## config.mk

```make
export PLATFORM = sky130hd
export DESIGN_NAME = tl_ul_mem_responder
export DESIGN_NICKNAME = d
export VERILOG_FILES = /design/src/rtl/tl_ul_mem_responder.sv
export SDC_FILE = /design/constraint.sdc
export NUM_CORES = 2
export LEC_CHECK = 0
export BUFFER_PORTS_ARGS = -buffer_cell sky130_fd_sc_hd__buf_2
export CAP_MARGIN = 40
export CORE_ASPECT_RATIO = 0.75
export CORE_MARGIN = 3
export CORE_UTILIZATION = 60
export DETAILED_ROUTE_END_ITERATION = 10
export GPL_TIMING_DRIVEN = 1
export MAX_ROUTING_LAYER = met4
export PLACE_DENSITY = 0.81
export SLEW_MARGIN = 20
export SYNTH_ARGS = -nofsm -noshare
export SYNTH_HDL_FRONTEND = slang
export SYNTH_SLANG_ARGS = --single-unit
```

## constraint.sdc

```tcl
create_clock -name clock -period 7.6 [get_ports clock]
set_clock_uncertainty 0.1 [all_clocks]
set_input_delay 1.52 -clock clock [delete_from_list [all_inputs] [get_ports clock]]
set_output_delay 1.52 -clock clock [all_outputs]
set_load 0.05 [all_outputs]
```

## src/rtl/tl_ul_mem_responder.sv

```systemverilog
// TileLink-UL manager: Get/Put (and optional atomics under TL_RESP_ATOMICS_EN) served from a word array.
// Latency: 1 cycle from A accept to D valid; responses leave in acceptance order via a 2-entry queue.
// Backpressure: a_ready = queue not full, from registered count only; d_ready low stalls the queue.
`timescale 1ns/1ps
module tl_ul_mem_responder #(
    parameter logic [31:0] BASE_ADDR  = 32'h2000_0000,
    parameter int          DEPTH_LOG2 = 6
) (
    input  logic        clock,
    input  logic        reset_n,
    input  logic        a_valid,
    output logic        a_ready,
    input  logic [2:0]  a_opcode,
    input  logic [2:0]  a_param,
    input  logic [1:0]  a_size,
    input  logic [3:0]  a_source,
    input  logic [31:0] a_address,
    input  logic [3:0]  a_mask,
    input  logic [31:0] a_data,
    output logic        d_valid,
    input  logic        d_ready,
    output logic [2:0]  d_opcode,
    output logic [1:0]  d_size,
    output logic [3:0]  d_source,
    output logic        d_denied,
    output logic [31:0] d_data
);

    localparam int          DEPTH  = 1 << DEPTH_LOG2;
    localparam logic [31:0] REGION = 32'd4 << DEPTH_LOG2;

    localparam logic [2:0] OP_PUT_FULL    = 3'd0;
    localparam logic [2:0] OP_PUT_PARTIAL = 3'd1;
    localparam logic [2:0] OP_ARITH       = 3'd2;
    localparam logic [2:0] OP_LOGICAL     = 3'd3;
    localparam logic [2:0] OP_GET         = 3'd4;
    localparam logic [2:0] OP_HINT        = 3'd5;

    localparam logic [2:0] D_ACK      = 3'd0;
    localparam logic [2:0] D_ACK_DATA = 3'd1;
    localparam logic [2:0] D_HINT_ACK = 3'd2;

    typedef struct packed {
        logic [2:0]  opcode;
        logic [1:0]  size;
        logic [3:0]  source;
        logic        denied;
        logic [31:0] data;
    } rsp_t;

    logic [31:0]           mem [0:DEPTH-1];
    rsp_t                  q [0:1];
    logic [1:0]            count;
    logic                  wr_ptr;
    logic                  rd_ptr;

    logic                  push;
    logic                  pop;
    logic [31:0]           offset;
    logic                  hit;
    logic                  misalign;
    logic [DEPTH_LOG2-1:0] idx;
    logic                  op_ok;
    logic                  is_write;
    logic                  is_read;
    logic                  is_atomic;
    logic                  denied;
    logic [2:0]            rsp_op;
    logic [31:0]           old_word;
    logic [31:0]           new_word;
    logic [31:0]           wmask;
    logic                  mem_we;
    rsp_t                  rsp_in;
    rsp_t                  head;

    assign a_ready = (count != 2'd2);
    assign d_valid = (count != 2'd0);
    assign push    = a_valid && a_ready;
    assign pop     = d_valid && d_ready;

    // Offset-based compare avoids overflow of BASE_ADDR + REGION near the top of the map.
    assign offset   = a_address - BASE_ADDR;
    assign hit      = (a_address >= BASE_ADDR) && (offset < REGION);
    assign idx      = offset[DEPTH_LOG2+1:2];
    assign old_word = mem[idx];

    always_comb begin
        case (a_size)
            2'd0:    misalign = 1'b0;
            2'd1:    misalign = a_address[0];
            2'd2:    misalign = |a_address[1:0];
            default: misalign = 1'b1;
        endcase
    end

    always_comb begin
        op_ok     = 1'b0;
        is_write  = 1'b0;
        is_read   = 1'b0;
        is_atomic = 1'b0;
        rsp_op    = D_ACK;
        case (a_opcode)
            OP_PUT_FULL, OP_PUT_PARTIAL: begin
                op_ok    = 1'b1;
                is_write = 1'b1;
            end
            OP_GET: begin
                op_ok   = 1'b1;
                is_read = 1'b1;
                rsp_op  = D_ACK_DATA;
            end
            OP_HINT: begin
                op_ok  = 1'b1;
                rsp_op = D_HINT_ACK;
            end
            OP_ARITH: begin
                rsp_op = D_ACK_DATA;
`ifdef TL_RESP_ATOMICS_EN
                op_ok     = (a_param <= 3'd4);
                is_atomic = 1'b1;
`endif
            end
            OP_LOGICAL: begin
                rsp_op = D_ACK_DATA;
`ifdef TL_RESP_ATOMICS_EN
                op_ok     = (a_param <= 3'd3);
                is_atomic = 1'b1;
`endif
            end
            default: ;
        endcase
    end

    assign denied = !hit || misalign || !op_ok;

    always_comb begin
        for (int b = 0; b < 4; b++) begin
            wmask[8*b +: 8] = {8{a_mask[b]}};
        end
    end

`ifdef TL_RESP_ATOMICS_EN
    logic [4:0]  lane_sh;
    logic [4:0]  top_sh;
    logic [31:0] old_t;
    logic [31:0] arg_t;
    logic [31:0] res_t;
    logic [31:0] amo_word;

    // Operands are MSB-aligned so one 32-bit compare/add serves all access sizes.
    assign lane_sh = {a_address[1:0], 3'b000};
    always_comb begin
        case (a_size)
            2'd0:    top_sh = 5'd24;
            2'd1:    top_sh = 5'd16;
            default: top_sh = 5'd0;
        endcase
    end
    assign old_t = (old_word >> lane_sh) << top_sh;
    assign arg_t = (a_data >> lane_sh) << top_sh;

    always_comb begin
        case (a_param)
            3'd0:    res_t = ($signed(old_t) < $signed(arg_t)) ? old_t : arg_t;
            3'd1:    res_t = ($signed(old_t) > $signed(arg_t)) ? old_t : arg_t;
            3'd2:    res_t = (old_t < arg_t) ? old_t : arg_t;
            3'd3:    res_t = (old_t > arg_t) ? old_t : arg_t;
            default: res_t = old_t + arg_t;
        endcase
        amo_word = (res_t >> top_sh) << lane_sh;
        if (a_opcode == OP_LOGICAL) begin
            case (a_param)
                3'd0:    amo_word = old_word ^ a_data;
                3'd1:    amo_word = old_word | a_data;
                3'd2:    amo_word = old_word & a_data;
                default: amo_word = a_data;
            endcase
        end
    end

    assign new_word = is_atomic ? amo_word : a_data;
`else
    logic unused_param;
    assign unused_param = ^a_param;
    assign new_word     = a_data;
`endif

    assign mem_we = push && !denied && (is_write || is_atomic);

    always_ff @(posedge clock) begin
        if (mem_we) begin
            mem[idx] <= (new_word & wmask) | (old_word & ~wmask);
        end
    end

    assign rsp_in.opcode = rsp_op;
    assign rsp_in.size   = a_size;
    assign rsp_in.source = a_source;
    assign rsp_in.denied = denied;
    assign rsp_in.data   = (!denied && (is_read || is_atomic)) ? old_word : 32'd0;

    always_ff @(posedge clock) begin
        if (push) begin
            q[wr_ptr] <= rsp_in;
        end
    end

    always_ff @(posedge clock or negedge reset_n) begin
        if (!reset_n) begin
            count  <= 2'd0;
            wr_ptr <= 1'b0;
            rd_ptr <= 1'b0;
        end else begin
            if (push) wr_ptr <= ~wr_ptr;
            if (pop)  rd_ptr <= ~rd_ptr;
            count <= count + {1'b0, push} - {1'b0, pop};
        end
    end

    // Gating on d_valid keeps the D fields at zero during reset and when the queue is empty.
    assign head     = d_valid ? q[rd_ptr] : '0;
    assign d_opcode = head.opcode;
    assign d_size   = head.size;
    assign d_source = head.source;
    assign d_denied = head.denied;
    assign d_data   = head.data;

endmodule

```

### After elaboration in Yosys (flattened, before gate mapping)

Memories as Yosys holds them, arrays and structs flattened.
Cells that the tools add are included.

* register bits after elaboration: 4
* RAM bits: 2130
* bits of input ports: 84
* output and inout bits: 44
* word-level logic and storage cells: 53
* memories: 2

Memory list
* mem: words 64, width 32, read ports 1, clocked after Yosys merged registers in 0, wr ports 1, line 51 `logic [31:0] mem [0:DEPTH-1];`
* q: words 2, width 41, read ports 1, clocked after Yosys merged registers in 0, wr ports 1, line 52 `rsp_t q [0:1];`

* $add $sub $neg: 3
* $lt $le $gt $ge: 2
* eq/ne operators: 8
* muxes and demuxes: 11
* bitwise operators: 6
* reduce and logical (&&, ||, !) cells: 18

Operators by type and width (count)
* AND 32 bit: 2
* 2-to-1 mux 42 bit: 1
* greater-or-equal comparator 32 x 30 -> 1 bit, second input constant: 1
* less-than comparator 32 x 9 -> 1 bit, second input constant: 1
* 2-to-1 mux 32 bit: 1
* NOT 32 bit: 1
* OR 32 bit: 1
* subtractor 32 x 30 -> 32 bit, second input constant: 1
* 2-to-1 mux 1 bit: 7
* == test 3 x 2 -> 1 bit, second input constant: 2
* == test 3 bit, second input constant: 2
* logical AND 1 bit: 6
* one-hot mux 2 bit (2 select lines): 1
* OR reduction 2 bit: 2
* OR reduction 4 bit: 1
* == test 3 x 1 -> 1 bit, second input constant: 1
* zero test 1 bit: 3
* zero test 3 bit: 1
* one-hot mux 1 bit (3 select lines): 1
* OR reduction 3 bit: 1
* adder 2 x 1 -> 2 bit: 1
* == test 2 x 1 -> 1 bit, second input constant: 1
* == test 2 bit, second input constant: 1
* zero test 2 bit: 1
* 5 further kinds: 7

### Longest topological paths before layout

* depth after elaboration: 11
* mapped depth: 10

### Worst setup path after synthesis

No wires, ideal clock.

* path type: input-to-reg
* from: input a_address[2]
* to: memory mem[0][2] (data pin)
* setup time: 0.563 ns
* arrival: 4.691 ns
* setup slack: 2.245 ns
* stages: 9
* buffers on the path: 3
* cell sequence: buf_4 nor2_2 buf_2 buf_1 a221o_1 a21oi_1 o22ai_1 nor4_2 mux2i_1

* longest elaborated chain between the ends: 4

Ends and longest elaborated chain
* from (decl): line 17 `input logic [31:0] a_address,`
* subtractor 32 x 30 -> 32 bit: line 82 `assign offset = a_address - BASE_ADDR;`
* memory (64 x 32 bit)
* AND 32 bit: line 192 `mem[idx] <= (new_word & wmask) | (old_word & ~wmask);`
* OR 32 bit: line 192
* to (decl): line 51

Every way passes these cells.

### Worst setup path after layout

* from: input a_address[3]
* to: memory mem[35][15] (data pin)

Same word-level chain as after synthesis.

==> metrics.md <==
| Metric | Value |
|---|---|
| Synth-to-Final Area Change | 12.89% |
| Top cells by area, synth | edfxtp_1 (77%), mux2i_1 (7.1%), a221oi_1 (1.9%) |
| Vias/cell | 6.967 |
| CP Launch Type | primary input |
| # port buffers | 123 |
| VDD IR max | 0.0003386 V |
| Clock-pin slew on the worst setup and hold paths | 0.06 ns |
| RSZ-0062 raised after global routing | no |
| Final wirelength | 226200 um |
| Filler instances | 8155 |
| Core box area | 136600 um^2 |
| H-tree Lvls | 4 |
| HP Class | primary input to async pin |
| Grt ovf | 0 |
| Syn_area_per_cell | 17.54 um^2 |
| Max-cap violations | 0 |
| Worst EP required | 7.98 ns |
| Yosys reg bits | 2134 |
| Seq/Total Area, Yosys | 77.11% |
| Largest net degree at the start of global routing | 156 |
| Final hold violation count | 0 |
| Layout cells sized above 1 | 15.86% |
| Vias in the first global route | 46864 |
| Iteration-0 DRC Markers | 8051 |
| Core Rows | 117 |
| Routed len/inst | 32.61 um |
| Commonest non-fill, non-tap cell in the layout | edfxtp_1 |
| Post-synthesis compound-gate area fraction | 10.14% |
| Post-synth EDFFs | 2130 |
| Slew Limit Fails | 0 |
| Router iterations before antenna repair | 10 |
| Mux contribution to synthesized area | 7.478% |
| Critical Path AT | 5.78 ns |
| Most frequent cells in the layout | edfxtp_1 (2130), mux2i_1 (557), o22ai_1 (209), clkbuf_16 (191), a221oi_1 (179) |
| # Post-CTS Setup Buffers | 0 |
| Setup TNS | 0 ns |
| Synthesized area | 83080 um^2 |
| Fin crit share | 71.06% |
| Post-synthesis cell count | 4736 |
| CTS Buffer Depth | 3 |
| Ys async rst share | 0.1874% |
| Mapped Nets | 4824 |
| Initial Util | 60.83% |
| Worst skew pair latency | 0.82 ns |
| Unique masters post-synth | 55 |
| Setup Crit Path Kind | primary input to flip-flop |
| Dominant cell type by area after synthesis | edfxtp_1 |
| F_max | 185.2 MHz |
| First-pass GRT wire length | 322800 um |
| Final setup viols | 0 |
| Worst slew pin tran | 1.037 ns |
| Xor-xnor portion of the synthesized cell area | 0.05271% |
| Post_cts resized | 0 |
| Initial antenna violation count | 7 |
| Die Span X | 435.7 um |
| Synth top area share | 76.99% |
| Max Used Layer | met4 |
| Pwr per Cell Area | 270.7 nW/um^2 |
| Die height | 328.3 um |
| TritonCTS clock tree | built |
| Clk Tree Root Cell | clkbuf_16 |
| Warnings from Yosys | 0 |
| Power, Total | 25390 uW |
| Synth Area in Simple Gates | 2.509% |
| Main combinational cell family by area after synthesis | compound AO/OA/AOI/OAI gates |
| Vias | 48339 |
| Routability cong. | 0.9663 |
| Dominant synthesized flop cell | edfxtp_1 |
| # DRC | 0 |
| Io pins | 128 |
| Hpwl dp | 132300 um |
| M1 WL | 80430 um |
| Die area | 143000 um^2 |
| CTS buffer count | 184 |
| Met3 WL post-DR | 35640 um |
| Slew HR | 30.85% |
| Leak | 0.03121 uW |
| Crit. End Element | flip-flop |
| Layout Nets | 5029 |
| Crit-path max FO | 65 |
| Antenna-violating nets left | 0 |
| Routed wl met2 | 100300 um |
| CTS Hold Bufs | 0 |
| Period minus WS final | 5.401 ns |
| Status | completed |
| GRT Overall Usage | 32.19% |
| Post-Synth Adder-Cell Area | 0.06024% |
| Clk sink count | 2134 |
where the power goes:
part,switching (uW),total (uW),leakage (uW),internal (uW)
logic,2110,2840,0.00919,723
registers,58.0,13400,0.0192,13400
clock network,4160,9130,0.00278,4970
total,6330,25400,0.0312,19100
layer usage:
layer,vias up,track usage (%)
li1,19767,-
met1,24098,42.58
met2,3885,45.77
met3,589,11.35
met4,0,13.43
met5,-,-
cell usage after synthesis (all sizes together) (5+ instances only):
master   count
o21ai      103
clkbuf     166
o32ai      113
o2bb2ai      6
a221oi     212
nor2b       14
mux4        12
nor3        58
o22ai      209
a221o      156
nand2      136
nand2b       7
buf        182
nand4        6
o21a         6
o22a       104
edfxtp    2130
nand3        7
a22oi        6
mux2         5
or2          7
inv        153
nor4        34
mux2i      588
a21oi       82
nor2       144
a22o        48
final timing paths:
path	from	to	slack (ns)	depth (start not counted)
max in group asynchronous	reset_n	rd_ptr$_DFFE_PN0P_	6.85	1
max reg2reg	count[0]$_DFF_PN0_	mem[61][3]$_DFFE_PP_	3.86	7
min reg2reg	wr_ptr$_DFFE_PN0P_	wr_ptr$_DFFE_PN0P_	0.47	1
min in group clock	wr_ptr$_DFFE_PN0P_	wr_ptr$_DFFE_PN0P_	0.47	1
min	reset_n	wr_ptr$_DFFE_PN0P_	0.41	1
max	a_address[3]	mem[35][15]$_DFFE_PP_	2.20	10
per-stage QoR:
step	utilization [%]	cells	setup slack (ns)	hold WS, ns	area, um^2
finish	68.67	6938	2.199	0.4129	93790
CTS	68.53	6921	2.483	0.3692	93600
floorplan	-	4736	2.245	0.3608	83080
global route	68.66	6936	2.184	0.3996	93780
global placement	63.79	6553	1.574	0.4278	87120
detailed placement	64.34	6589	1.642	0.4465	87870
cell type report:
| type | instances | area (um^2) | share of cell area, % |
|---|---|---|---|
| tap | 1844 | 2307 | 2.460 |
| sequential | 2134 | 64060 | 68.31 |
| multi-input combinational | 2100 | 17740 | 18.91 |
| timing repair buffer | 367 | 3351 | 3.573 |
| inverter | 154 | 583.1 | 0.6217 |
| clock inverter | 96 | 777.0 | 0.8285 |
| antenna | 7 | 17.52 | 0.01868 |
| clock buffer | 236 | 4949 | 5.276 |
worst max-delay path, stage by stage:
cell and delay (ns):
clkbuf_8 0.40, and2_4 0.75, buf_4 0.45, buf_4 0.38
a221oi_1 0.14, o21ai_0 0.20, a22o_1 0.67, nor4_2 0.21
mux2i_4 0.18, buf_4 0.64
cells by family (layout without fill, tap and decap cells):
kind of cell	after synthesis	after routing
multiplexers	605	605
AO/OA/AOI/OAI	1059	1059
flip-flops	2134	2134
adder cells (fa/ha/maj)	4	4
XOR/XNOR	5	5
AND/OR/NAND/NOR	426	426
buffers and inverters	502	853
other	1	8
sequential cells by signal, summed over array words and instances (netlist names):
name	count
wr_ptr	1
count	2
mem	2048
rd_ptr	1
q	82
(Power assumes the default switching activity.)
